==> src/rtl/alu_multicycle.sv <==
`default_nettype none
// ============================================================================
// alu_multicycle : registered valid/ready ALU, single-cycle ops + shift-add MUL
// Revision      : 1.0
// ============================================================================
module alu_multicycle #(
  parameter int WIDTH = 32
) (
  input  logic             clk,
  input  logic             reset,
  input  logic             in_valid,
  output logic             in_ready,
  input  logic [WIDTH-1:0] SrcA,
  input  logic [WIDTH-1:0] SrcB,
  input  logic [2:0]       ALUcontrol,
  output logic             out_valid,
  input  logic             out_ready,
  output logic [WIDTH-1:0] ALUresult,
  output logic [3:0]       ALUflags
);

  localparam int SHW = $clog2(WIDTH);
  localparam int CW  = $clog2(WIDTH + 1);

  localparam logic [1:0] c_IDLE = 2'd0;
  localparam logic [1:0] c_BUSY = 2'd1;
  localparam logic [1:0] c_DONE = 2'd2;

  localparam logic [CW-1:0] c_ITERS = CW'(WIDTH);

  logic [1:0]       state_q, state_d;
  logic [WIDTH-1:0] mcand_q, mcand_d;
  logic [WIDTH-1:0] mplier_q, mplier_d;
  logic [WIDTH-1:0] acc_q, acc_d;
  logic [WIDTH-1:0] result_q, result_d;
  logic [3:0]       flags_q, flags_d;
  logic [CW-1:0]    cnt_q, cnt_d;

  logic             w_is_sub;
  logic             w_arith;
  logic [WIDTH-1:0] w_b_eff;
  logic [WIDTH:0]   w_sum;
  logic [SHW-1:0]   w_shamt;
  logic [WIDTH-1:0] w_res;
  logic             w_c;
  logic             w_v;

  // Single-cycle datapath works on the live inputs; it is only used at accept.
  always_comb begin
    w_is_sub = (ALUcontrol == 3'b011);
    w_arith  = (ALUcontrol == 3'b010) || w_is_sub;
    w_b_eff  = w_is_sub ? ~SrcB : SrcB;
    w_sum    = {1'b0, SrcA} + {1'b0, w_b_eff} + {{WIDTH{1'b0}}, w_is_sub};
    w_shamt  = SrcB[SHW-1:0];
    case (ALUcontrol)
      3'b000:  w_res = SrcA & SrcB;
      3'b001:  w_res = SrcA | SrcB;
      3'b010:  w_res = w_sum[WIDTH-1:0];
      3'b011:  w_res = w_sum[WIDTH-1:0];
      3'b100:  w_res = SrcA ^ SrcB;
      3'b101:  w_res = {{(WIDTH-1){1'b0}}, ($signed(SrcA) < $signed(SrcB))};
      3'b111:  w_res = SrcA << w_shamt;
      default: w_res = '0;
    endcase
    w_c = w_arith & w_sum[WIDTH];
    // Overflow: effective operands share a sign that the result does not.
    w_v = w_arith & ~(SrcA[WIDTH-1] ^ w_b_eff[WIDTH-1]) & (SrcA[WIDTH-1] ^ w_res[WIDTH-1]);
  end

  always_comb begin
    state_d  = state_q;
    mcand_d  = mcand_q;
    mplier_d = mplier_q;
    acc_d    = acc_q;
    result_d = result_q;
    flags_d  = flags_q;
    cnt_d    = cnt_q;
    case (state_q)
      c_IDLE: begin
        if (in_valid) begin
          if (ALUcontrol == 3'b110) begin
            state_d  = c_BUSY;
            mcand_d  = SrcA;
            mplier_d = SrcB;
            acc_d    = '0;
            cnt_d    = '0;
          end else begin
            state_d  = c_DONE;
            result_d = w_res;
            flags_d  = {w_res[WIDTH-1], (w_res == '0), w_c, w_v};
          end
        end
      end
      c_BUSY: begin
        if (cnt_q == c_ITERS) begin
          state_d  = c_DONE;
          result_d = acc_q;
          flags_d  = {acc_q[WIDTH-1], (acc_q == '0), 2'b00};
        end else begin
          // Shifting both operands is equivalent to testing bit[cnt] of B
          // and adding A<<cnt, without a variable index.
          if (mplier_q[0]) begin
            acc_d = acc_q + mcand_q;
          end
          mcand_d  = mcand_q << 1;
          mplier_d = mplier_q >> 1;
          cnt_d    = cnt_q + CW'(1);
        end
      end
      c_DONE: begin
        if (out_ready) begin
          state_d = c_IDLE;
        end
      end
      default: state_d = c_IDLE;
    endcase
  end

  always_ff @(posedge clk) begin
    if (reset) begin
      state_q  <= c_IDLE;
      mcand_q  <= '0;
      mplier_q <= '0;
      acc_q    <= '0;
      result_q <= '0;
      flags_q  <= '0;
      cnt_q    <= '0;
    end else begin
      state_q  <= state_d;
      mcand_q  <= mcand_d;
      mplier_q <= mplier_d;
      acc_q    <= acc_d;
      result_q <= result_d;
      flags_q  <= flags_d;
      cnt_q    <= cnt_d;
    end
  end

  assign in_ready  = (state_q == c_IDLE);
  assign out_valid = (state_q == c_DONE);
  assign ALUresult = result_q;
  assign ALUflags  = flags_q;

endmodule
`default_nettype wire

==> config.mk <==
export PLATFORM = sky130hd
export DESIGN_NAME = alu_multicycle
export DESIGN_NICKNAME = d
export VERILOG_FILES = /design/src/rtl/alu_multicycle.sv
export SDC_FILE = /design/constraint.sdc
export NUM_CORES = 1
export LEC_CHECK = 0
export CAP_MARGIN = 15
export CORE_ASPECT_RATIO = 0.7
export CORE_UTILIZATION = 50
export DETAILED_ROUTE_END_ITERATION = 6
export PLACE_DENSITY = 0.78
export SLEW_MARGIN = 20
export SYNTH_ARGS = -nofsm -noshare
export SYNTH_HDL_FRONTEND = slang
export SYNTH_SLANG_ARGS = --single-unit
==> constraint.sdc <==
create_clock -name clk -period 5.7 [get_ports clk]
set_input_delay 0.855 -clock clk [delete_from_list [all_inputs] [get_ports clk]]
set_output_delay 0.855 -clock clk [all_outputs]
set_load 0.02 [all_outputs]
Yosys cells after proc, flatten, opt, wreduce, memory -nomap -nowiden. Cells that the tools add are included.

Reduce and logical (&&, ||, !) cells: 11. Muxes and demuxes: 32. Add/sub/neg operators: 4. Shifts and indexed selects: 1. Eq/ne operators: 17. $mul: 0. $lt $le $gt $ge: 1. Div/mod/pow operators: 0. Bitwise logic cells: 10.

Operators with widths (number): $mux 32 (14); $pmux 32 s2 (4); $pmux 32 s6 (1); $logic_not 32->1 (2); $add 32x32->33 (1); $add 33x1->33 (1); $add 32x32->32 (1); $and 32x32->32 (1); $lt 32x32->1 (1); $not 32->32 (1); $or 32x32->32 (1); $shl 32x5->32 (1); $xor 32x32->32 (1); $mux 6 (3); $eq 3x3->1 const B (4); $mux 4 (3); $pmux 6 s2 (1); $ne 2x2->1 const B (5); $mux 2 (4); $pmux 4 s2 (1); $reduce_and 4->1 (2); $add 6x1->6 const B (1); $eq 3x2->1 const B (2); $eq 6x6->1 const B (1); other kinds (15) (19).

Memory bits (writable): 0. Memories: 0. Bits in latches: 0. ROM bits: 0. Input bits: 71. Flip-flop bits (word level): 140.

Longest topological paths before layout. Gate-level depths: netlist of the first run.

Depth in word-level cells: 10. Depth in mapped cells: 22. Mapped depth without buffers: 17.

Worst setup path after synthesis of the first run. OpenSTA, ideal clock, no wires.

Path kind: input-to-reg. Start point: input ALUcontrol[1]. End point: register flags_q[0], in the netlist ALUflags[0]. Slack: 0.314 ns. Cell stages on the path: 22. Arrival: 5.269 ns. Buffers on the path: 6. Setup time: 0.116 ns. Cell sequence: clkbuf_1 inv_1 nor2_1 clkbuf_1 buf_1 buf_1 nand2_1 buf_1 xnor2_1 ha_1 clkbuf_1 nand4_1 nor3_1 or3b_2 nand4b_1 a21boi_1 o211ai_1 a31oi_1 mux2i_1 o21ai_1 mux2i_1 a31o_2.

Longest elaborated chain between the ends: 10.

RTL lines: start: declaration (RTL line 15) `input logic [2:0] ALUcontrol,`; $eq 3x2->1 (RTL line 50, 55); $mux 32 (RTL line 52) `w_b_eff = w_is_sub ? ~SrcB : SrcB;`; $add 32x32->33 (RTL line 53) `w_sum = {1'b0, SrcA} + {1'b0, w_b_eff} + {{WIDTH{1'b0}}, w_is_sub};`; $add 33x1->33 (RTL line 53); $pmux 32 s6 (RTL line 55) `case (ALUcontrol)`; $xor 1x1->1 (RTL line 67) `w_v = w_arith & ~(SrcA[WIDTH-1] ^ w_b_eff[WIDTH-1]) & (SrcA[WIDTH-1] ^ w_res[WIDTH-1]);`; $and 1x1->1 (RTL line 67); $mux 4 (RTL line 81) `if (ALUcontrol == 3'b110) begin`; $mux 4 (RTL line 80) `if (in_valid) begin`; $pmux 4 s2 (RTL line 78) `case (state_q)`; end signal: assignment (RTL line 134) `flags_q <= flags_d;`; end: declaration (RTL line 36) `logic [3:0] flags_q, flags_d;`.

Parallel ways exist; a longest one is shown, timed or not. The select of a mux whose other input is x is not followed. A chain may end at the register's enable or synchronous reset.

Final worst setup path of the first run.
Start point: input ALUcontrol[1]. End point: register flags_q[2], in the netlist ALUflags[2].

Longest elaborated chain between the ends: 9.

RTL lines: $eq 3x2->1 (RTL line 50, 55); $mux 32 (RTL line 52); $add 32x32->33 (RTL line 53); $add 33x1->33 (RTL line 53); $pmux 32 s6 (RTL line 55); $logic_not 32->1 (RTL line 90) `flags_d = {w_res[WIDTH-1], (w_res == '0), w_c, w_v};`; $mux 4 (RTL line 81); $mux 4 (RTL line 80); $pmux 4 s2 (RTL line 78).

Parallel ways exist; a longest one is shown, timed or not. The select of a mux whose other input is x is not followed.

==> impl_results.md, run 1 <==
- Crit. Startpoint: ALUcontrol[1]
- TritonCTS clock tree: done
- Total internal power: 2.07 mW
- Post-synthesis mux area share: 6.35%
- Fmax: 198 MHz
- Worst Hold Class: flop to flop
- Fin util: 59.0%
- Final WL: 52800 um
- Seq/Total Area, Yosys: 20.1%
- Hold Startpoint: ALUresult[8]
- Die width: 201 um
- Synth top cells by count: nand2_1 (252), nor2_1 (240), ha_1 (169)
- Synth Area in Simple Gates: 21.4%
- # IOs: 109
- M1 GR Usage: 54.4%
- Outcome: finished clean
- Synth Area in Adders: 15.6%
- Largest net degree at the start of global routing: 84
- Final Cycle Share: 88.7%
- Synth area leaders: dfxtp_1 (20%), ha_1 (15%), nand2_1 (6.8%)
- Startpoint types: primary input
- Register share of total power: 31.5%
- Ant diodes: 0
- Hold Path Sink: ALUresult[8]
- FF+latch area: 0.00278 sq mm
- Antenna Nets Post-Route: 0
- Total GRT Usage: 36.9%
- Reg2reg start: state_q[1]
- DRT Pass-1 Iters: 6
- Slew @ Worst Pin: 1010 ps
- FF-to-FF End: ALUflags[2]
- Nets@finish: 2182
- CP Class: primary input to flop
- Relative slew slack: 32.3%
- Iteration-0 DRC Markers: 1832
- Placed cell area: 0.0153 sq mm
- Fin area: 0.0159 sq mm
- Gpl congestion: 1.05
- Share of the synthesized area in the top cell type: 20.1%
- Post-DP HPWL: 39900 um
- Worst Path Required: 6070 ps
- CTS Hold Bufs: 0
- Via density: 6.36
- Grt met2 use: 51.4%
- Post-synthesis register bit count: 139
- Register-to-Register Path Depth: 12
- Synth Area in XOR/XNOR: 4.50%
- Maxcap violations: 0
- Sink Count: 139
- Mapped Area: 0.0138 sq mm
- CTS Buf Count: 17
- Pins over their slew limit: 0
- Leakage power: 6.72 nW
- Avg Inst Size Synth: 7.37 sq um
- Grt ovf: 0
- Synth Area in Compound Gates: 25.9%
- Netlist cell types: 81
- Hold depth: 2
- Main combinational cell family by area after synthesis: compound AO/OA/AOI/OAI gates
- Final Worst Setup Slack: 644 ps
- Die ar.: 0.0283 sq mm
- Clock power share: 34.8%
- Comb power frac: 33.7%
- YS warnings: 0
- Vias in the first global route: 13357
- Top FF cell, synth: dfxtp_1
- Mapped Nets: 2118
- GRT Max-Usage Layer: met1
- Setup repair bufs after CTS: 0
- Clock latency on the worst-skew pair: 450 ps
- R2r setup slk: 2000 ps
- Switching pwr: 1.25 mW
- Post-Place Worst Slack: 278 ps
- Effective utilization at floorplan: 51.3%
- Antenna violations before repair: 0
- Syn Inst Count: 1876
- Layout fillers: 2550
- Switch share: 37.7%
- RSZ-0062 raised after global routing: no
- Layout cells sized above 1: 7.58%
- CP Max Fanout: 13
- GR Util met3: 10.4%
- Worst Skew: 11.6 ps
- Post-synth ARST share: 0%
- Area of the multi-input gates: 0.0102 sq mm
- Post-CTS sizing: 0
- Clock buffer depth: 2
- Setup TNS: 0 ps
- Final min period: 5060 ps
- # rows: 50
- Most frequent cell after synthesis: nand2_1
- Depth of the CTS H-tree: 4
- Hold Slack: 453 ps
- First-pass GRT wire length: 80400 um
- Endpoint type of the worst setup path: flop
- Core ar.: 0.0270 sq mm
- Post-synth EDFFs: 0
- Die Height: 141 um
- Arr. time, crit path: 5420 ps
- Max rail drop VDD: 0.000207 V
- Vias: 14744
- CTS clk-pin slew, worst paths: 70 ps
- DRC viols: 0
- Port bufs: 108
- Area leader, netlist: dfxtp_1
- Final-report setup violation count: 0
- Routed wire per std cell: 22.8 um
- Area growth, synth to finish: 15.0%
- Pwr/cell area: 209 mW/mm^2
- Root Buffer: clkbuf_16
- Final Hold Viols: 0
## power groups by stage
stage	Clock (mW)	Combinational, mW	Sequential, mW
floorplan	0	0.657	1.08
global placement	0	1.07	1.06
detailed placement	0	1.08	1.06
CTS	1.16	1.09	1.04
global route	1.20	1.20	1.05
finish	1.16	1.12	1.04
## final cells by class
| type | instances | share of cell area [%] |
|---|---|---|
| sequential | 139 | 17.5 |
| clock inverter | 13 | 0.811 |
| timing repair buffer | 164 | 9.36 |
| tap | 364 | 2.86 |
| multi-input combinational | 1523 | 64.4 |
| inverter | 95 | 2.24 |
| clock buffer | 19 | 2.85 |
## stage by stage
stage                     total power, mW  cells
after CTS                            3.29   2317
after detailed placement             2.14   2285
after global placement               2.13   2285
after floorplan                      1.73   1876
final                                3.32   2317
after global routing                 3.45   2317
## how the worst max path moves through the flow
stage          cells after the start  slack [ps]          end
6_report                          18         640  ALUflags[2]
5_1_grt                           18         360  ALUflags[2]
4_1_cts                           18         740  ALUflags[2]
3_5_place_dp                      18         280  ALUflags[2]
3_3_place_gp                      18         290  ALUflags[2]
2_1_floorplan                     22         310  ALUflags[0]
## state kept, by name (all words and copies together), names as in the netlist
signal / count
ALUflags: 3
ALUresult: 32
acc_q: 32
cnt_q: 6
mcand_q: 32
mplier_q: 32
state_q: 2
## metal layers
| layer | up-vias | part of all wire [%] |
|---|---|---|
| met3 | 75 | 12 |
| met4 | 0 | 2.0 |
| li1 | 6908 | - |
| met1 | 6986 | 47 |
| met2 | 775 | 39 |
| met5 | - | 0 |
## critical path, cell delays in order
cell and delay, ps:
clkdlybuf4s50_1 500, inv_1 70, nor2_2 110, nand2_2 300, xnor2_1 310, inv_1 90, fa_1 420, nand3b_1 250
a211oi_2 360, o21ai_1 240, a21oi_1 230, o21ai_1 140, a2111o_1 420, nand4_1 100, o311ai_0 230, nor4_1 410
nand4_1 170, o41ai_2 210
## cell families (layout without fill, tap and decap cells)
group	after synthesis	after routing
adder cells (fa/ha/maj)	171	171
AND/OR/NAND/NOR	675	675
flip-flops	139	139
buffers and inverters	214	291
AO/OA/AOI/OAI	534	534
multiplexers	72	72
XOR/XNOR	71	71
## cells in the final DEF (no fill, tap or decap), types with 17 or more instances in the layout
master and count:
buf_4 57, xnor2_1 54, mux2i_1 46, a211oi_1 40, nand3_1 33, ha_1 169, clkbuf_16 17, xor2_1 17
a21oi_1 160, nor2b_1 19, o21ai_0 77, nand2_1 251, nor3_1 27, inv_1 92, nor4_1 21, o211ai_1 18
clkdlybuf4s50_1 105, nor2_1 239, dfxtp_1 139, a22oi_1 28, a311oi_1 64, nand4_1 21
No activity file was read; power rests on OpenSTA's default activity.
==> run 2: changes to the inputs <==
--- a/config.mk
+++ b/config.mk
@@ -7,6 +7,7 @@
 export LEC_CHECK = 0
 export CAP_MARGIN = 15
 export CORE_ASPECT_RATIO = 0.7
+export CORE_MARGIN = 8
 export CORE_UTILIZATION = 50
 export DETAILED_ROUTE_END_ITERATION = 6
 export PLACE_DENSITY = 0.78
==> run 2 against run 1 <==
Effect of this change:
- sequential share of layout area about the same
- critical path depth unchanged
- largest power group unchanged
- sequential power about the same
- clock power about the same
- fmax down 0.44%
- critical endpoint unchanged
- worst hold slack better by 5.1 ps
- setup slack worse by 22 ps
- die area up 18%
==> impl_results.md, run 2 (synthesis gave the netlist of run 1 again) <==
- Most common cell after layout, fill and taps aside: nand2_1
- Maxcap violations: 0 (unchanged)
- Layout fillers: 2631 (+3.2%)
- Max stage delay on crit path: 500 ps (about the same)
- Die ar.: 0.0333 sq mm (+18%)
- Depth of the CTS H-tree: 4 (unchanged)
- Vias in the first global route: 13541 (+1.4%)
- Sink Count: 139 (unchanged)
- Final WL: 54600 um (+3.5%)
- Total GRT Usage: 32.0% (-4.9 points)
- # IOs: 109 (unchanged)
- Startpoint types: primary input
- CTS Hold Bufs: 0 (unchanged)
- Pwr/cell area: 210 mW/mm^2 (+0.46%)
- CTS clk-pin slew, worst paths: 60 ps (about the same)
- FF+latch area: 0.00278 sq mm (unchanged)
- Core ar.: 0.0275 sq mm (+2.0%)
- CP max-delay cell: clkdlybuf4s50_1
- Setup TNS: 0 ps (unchanged)
- Antenna Nets Post-Route: 0 (unchanged)
- Grt ovf: 0 (unchanged)
- Post-DP HPWL: 41500 um (+4.0%)
- CP cell instances: clkdlybuf4s50_1, inv_1, nor2_2, nand2_2, xnor2_1, inv_1, fa_1, nand3b_1, a21oi_1, o32ai_1, a21oi_1, nand4_1, nor4_1, nand4_1, nor4_1, and4_1, nand4_1, o41ai_2
- Relative slew slack: 39.1% (+6.8 points)
- Die width: 215 um (+7.0%)
- Die Height: 155 um (+9.9%)
- Port bufs: 108 (unchanged)
- RSZ-0062 raised after global routing: no
- Largest net degree at the start of global routing: 72 (-14%)
- Final Hold Viols: 0 (unchanged)
- # rows: 51 (+2.0%)
- Outcome: finished clean
- Setup repair bufs after CTS: 0 (unchanged)
- Most frequent cells in the layout: nand2_1 (251), nor2_1 (239), ha_1 (169), a21oi_1 (160), dfxtp_1 (139)
- Final min period: 5080 ps (+22.2 ps)
- Iteration-0 DRC Markers: 1664 (-9.2%)
- Max rail drop VDD: 0.000207 V (about the same)
- Most used cell, CP: nand4_1
- Nets@finish: 2179 (-0.14%)
- Area of the multi-input gates: 0.0102 sq mm (about the same)
- Arr. time, crit path: 5440 ps (+20 ps)
- DRT Pass-1 Iters: 6 (unchanged)
- Worst Path Required: 6060 ps (about the same)
- Pins over their slew limit: 0 (unchanged)
- Antenna violations before repair: 2 (+2)
- Clock latency on the worst-skew pair: 460 ps (about the same)
- CP Max Fanout: 12 (-1)
- Endpoint type of the worst setup path: flop
- Post-Place Worst Slack: 285 ps (+7.29 ps)
- Leakage power: 6.71 nW (-0.22%)
- CTS Buf Count: 17 (unchanged)
- Post-CTS sizing: 0 (unchanged)
- Routed wire per std cell: 23.5 um (+3.3%)
- Final Worst Setup Slack: 622 ps (-22.2 ps)
- Gpl congestion: 0.999 (-4.7%)
- Final Cycle Share: 89.1% (+0.39 points)
- Area growth, synth to finish: 15.0% (about the same)
- Ant diodes: 0 (unchanged)
- CP Class: primary input to flop
- Slew @ Worst Pin: 890 ps (-121 ps)
- Worst Hold Class: flop to flop
- Clock buffer depth: 2 (unchanged)
- Via density: 6.38 (+0.24%)
- Worst Skew: 20.3 ps (+8.67 ps)
- DRC viols: 0 (unchanged)
- TritonCTS clock tree: done
- Fmax: 197 MHz (-0.44%)
- First-pass GRT wire length: 83100 um (+3.4%)
- Vias: 14798 (+0.37%)
- Final-report setup violation count: 0 (unchanged)
- Effective utilization at floorplan: 50.3% (-1.0 points)
- Root Buffer: clkbuf_16
- Layout cells sized above 1: 7.49% (-0.087 points)
[run 2: cell types whose count changed in the layout (fill, tap and decap cells not counted), sizes merged]
cell    previous run  this run
clkbuf            19        18
clkinv             7         9
buf               59        56
bufinv             1         2
inv               99        96
[run 2: final timing paths]
check / startpoint / to / slack (ps) / depth (start not counted)
setup / recovery: ALUcontrol[1] / ALUflags[2] / 620 / 18
hold / removal: ALUresult[0] / ALUresult[0] / 460 / 2
setup reg to reg: cnt_q[0] / ALUflags[2] / 2000 / 13
hold reg to reg: ALUresult[0] / ALUresult[0] / 460 / 2
[run 2: critical path: cells and delay by family]
| kind | cells | cell delay, ps |
|---|---|---|
| buffers and inverters | 3 | 660 |
| adders and majority gates | 1 | 420 |
| AOI/OAI and AO/OA | 4 | 1000 |
| and+or+nand+nor | 9 | 2210 |
| xor gates and xnor gates | 1 | 300 |
[run 2: report_power, final]
group | total [mW] | switching (mW) | internal (mW)
clock network | 1.15 | 0.497 | 0.657
logic | 1.13 | 0.710 | 0.423
registers | 1.04 | 0.0334 | 1.01
[run 2: layout make-up]
class | instances | area share, %
Multi-Input combinational cell | 1523 | 64.4
Sequential cell | 139 | 17.5
Timing Repair Buffer | 161 | 9.30
Tap cell | 371 | 2.92
Clock buffer | 18 | 2.76
Inverter | 95 | 2.24
Clock inverter | 13 | 0.897
[run 2: stage by stage]
stage | cell area (sq um) | hold slack (ps) | utilization (%) | std cells | total power [mW]
floorplan | 13800 | 432 | - | 1876 | 1.73
global placement | 15300 | 443 | 55.7 | 2289 | 2.15
detailed placement | 15300 | 448 | 55.7 | 2289 | 2.16
CTS | 15900 | 457 | 57.8 | 2320 | 3.31
global route | 15900 | 494 | 57.8 | 2320 | 3.47
finish | 15900 | 458 | 57.8 | 2320 | 3.33
[run 2: metal layers]
metal | wire [um] | vias up | part of all wire, % | global-route usage, %
met5 | 49 | - | 0.090 | 0
met4 | 1450 | 2 | 2.7 | 9.44
met3 | 6030 | 88 | 11 | 9.68
met2 | 21500 | 749 | 39 | 43.7
met1 | 25500 | 7053 | 47 | 46.9
li1 | - | 6906 | - | -
==> run 3: changes to the inputs <==
--- a/config.mk
+++ b/config.mk
@@ -10,6 +10,7 @@
 export CORE_MARGIN = 8
 export CORE_UTILIZATION = 50
 export DETAILED_ROUTE_END_ITERATION = 6
+export HOLD_SLACK_MARGIN = 0.08
 export PLACE_DENSITY = 0.78
 export SLEW_MARGIN = 20
 export SYNTH_ARGS = -nofsm -noshare
==> results of run 3 <==
Final layout, timing and power as in run 2 (identical DEF).
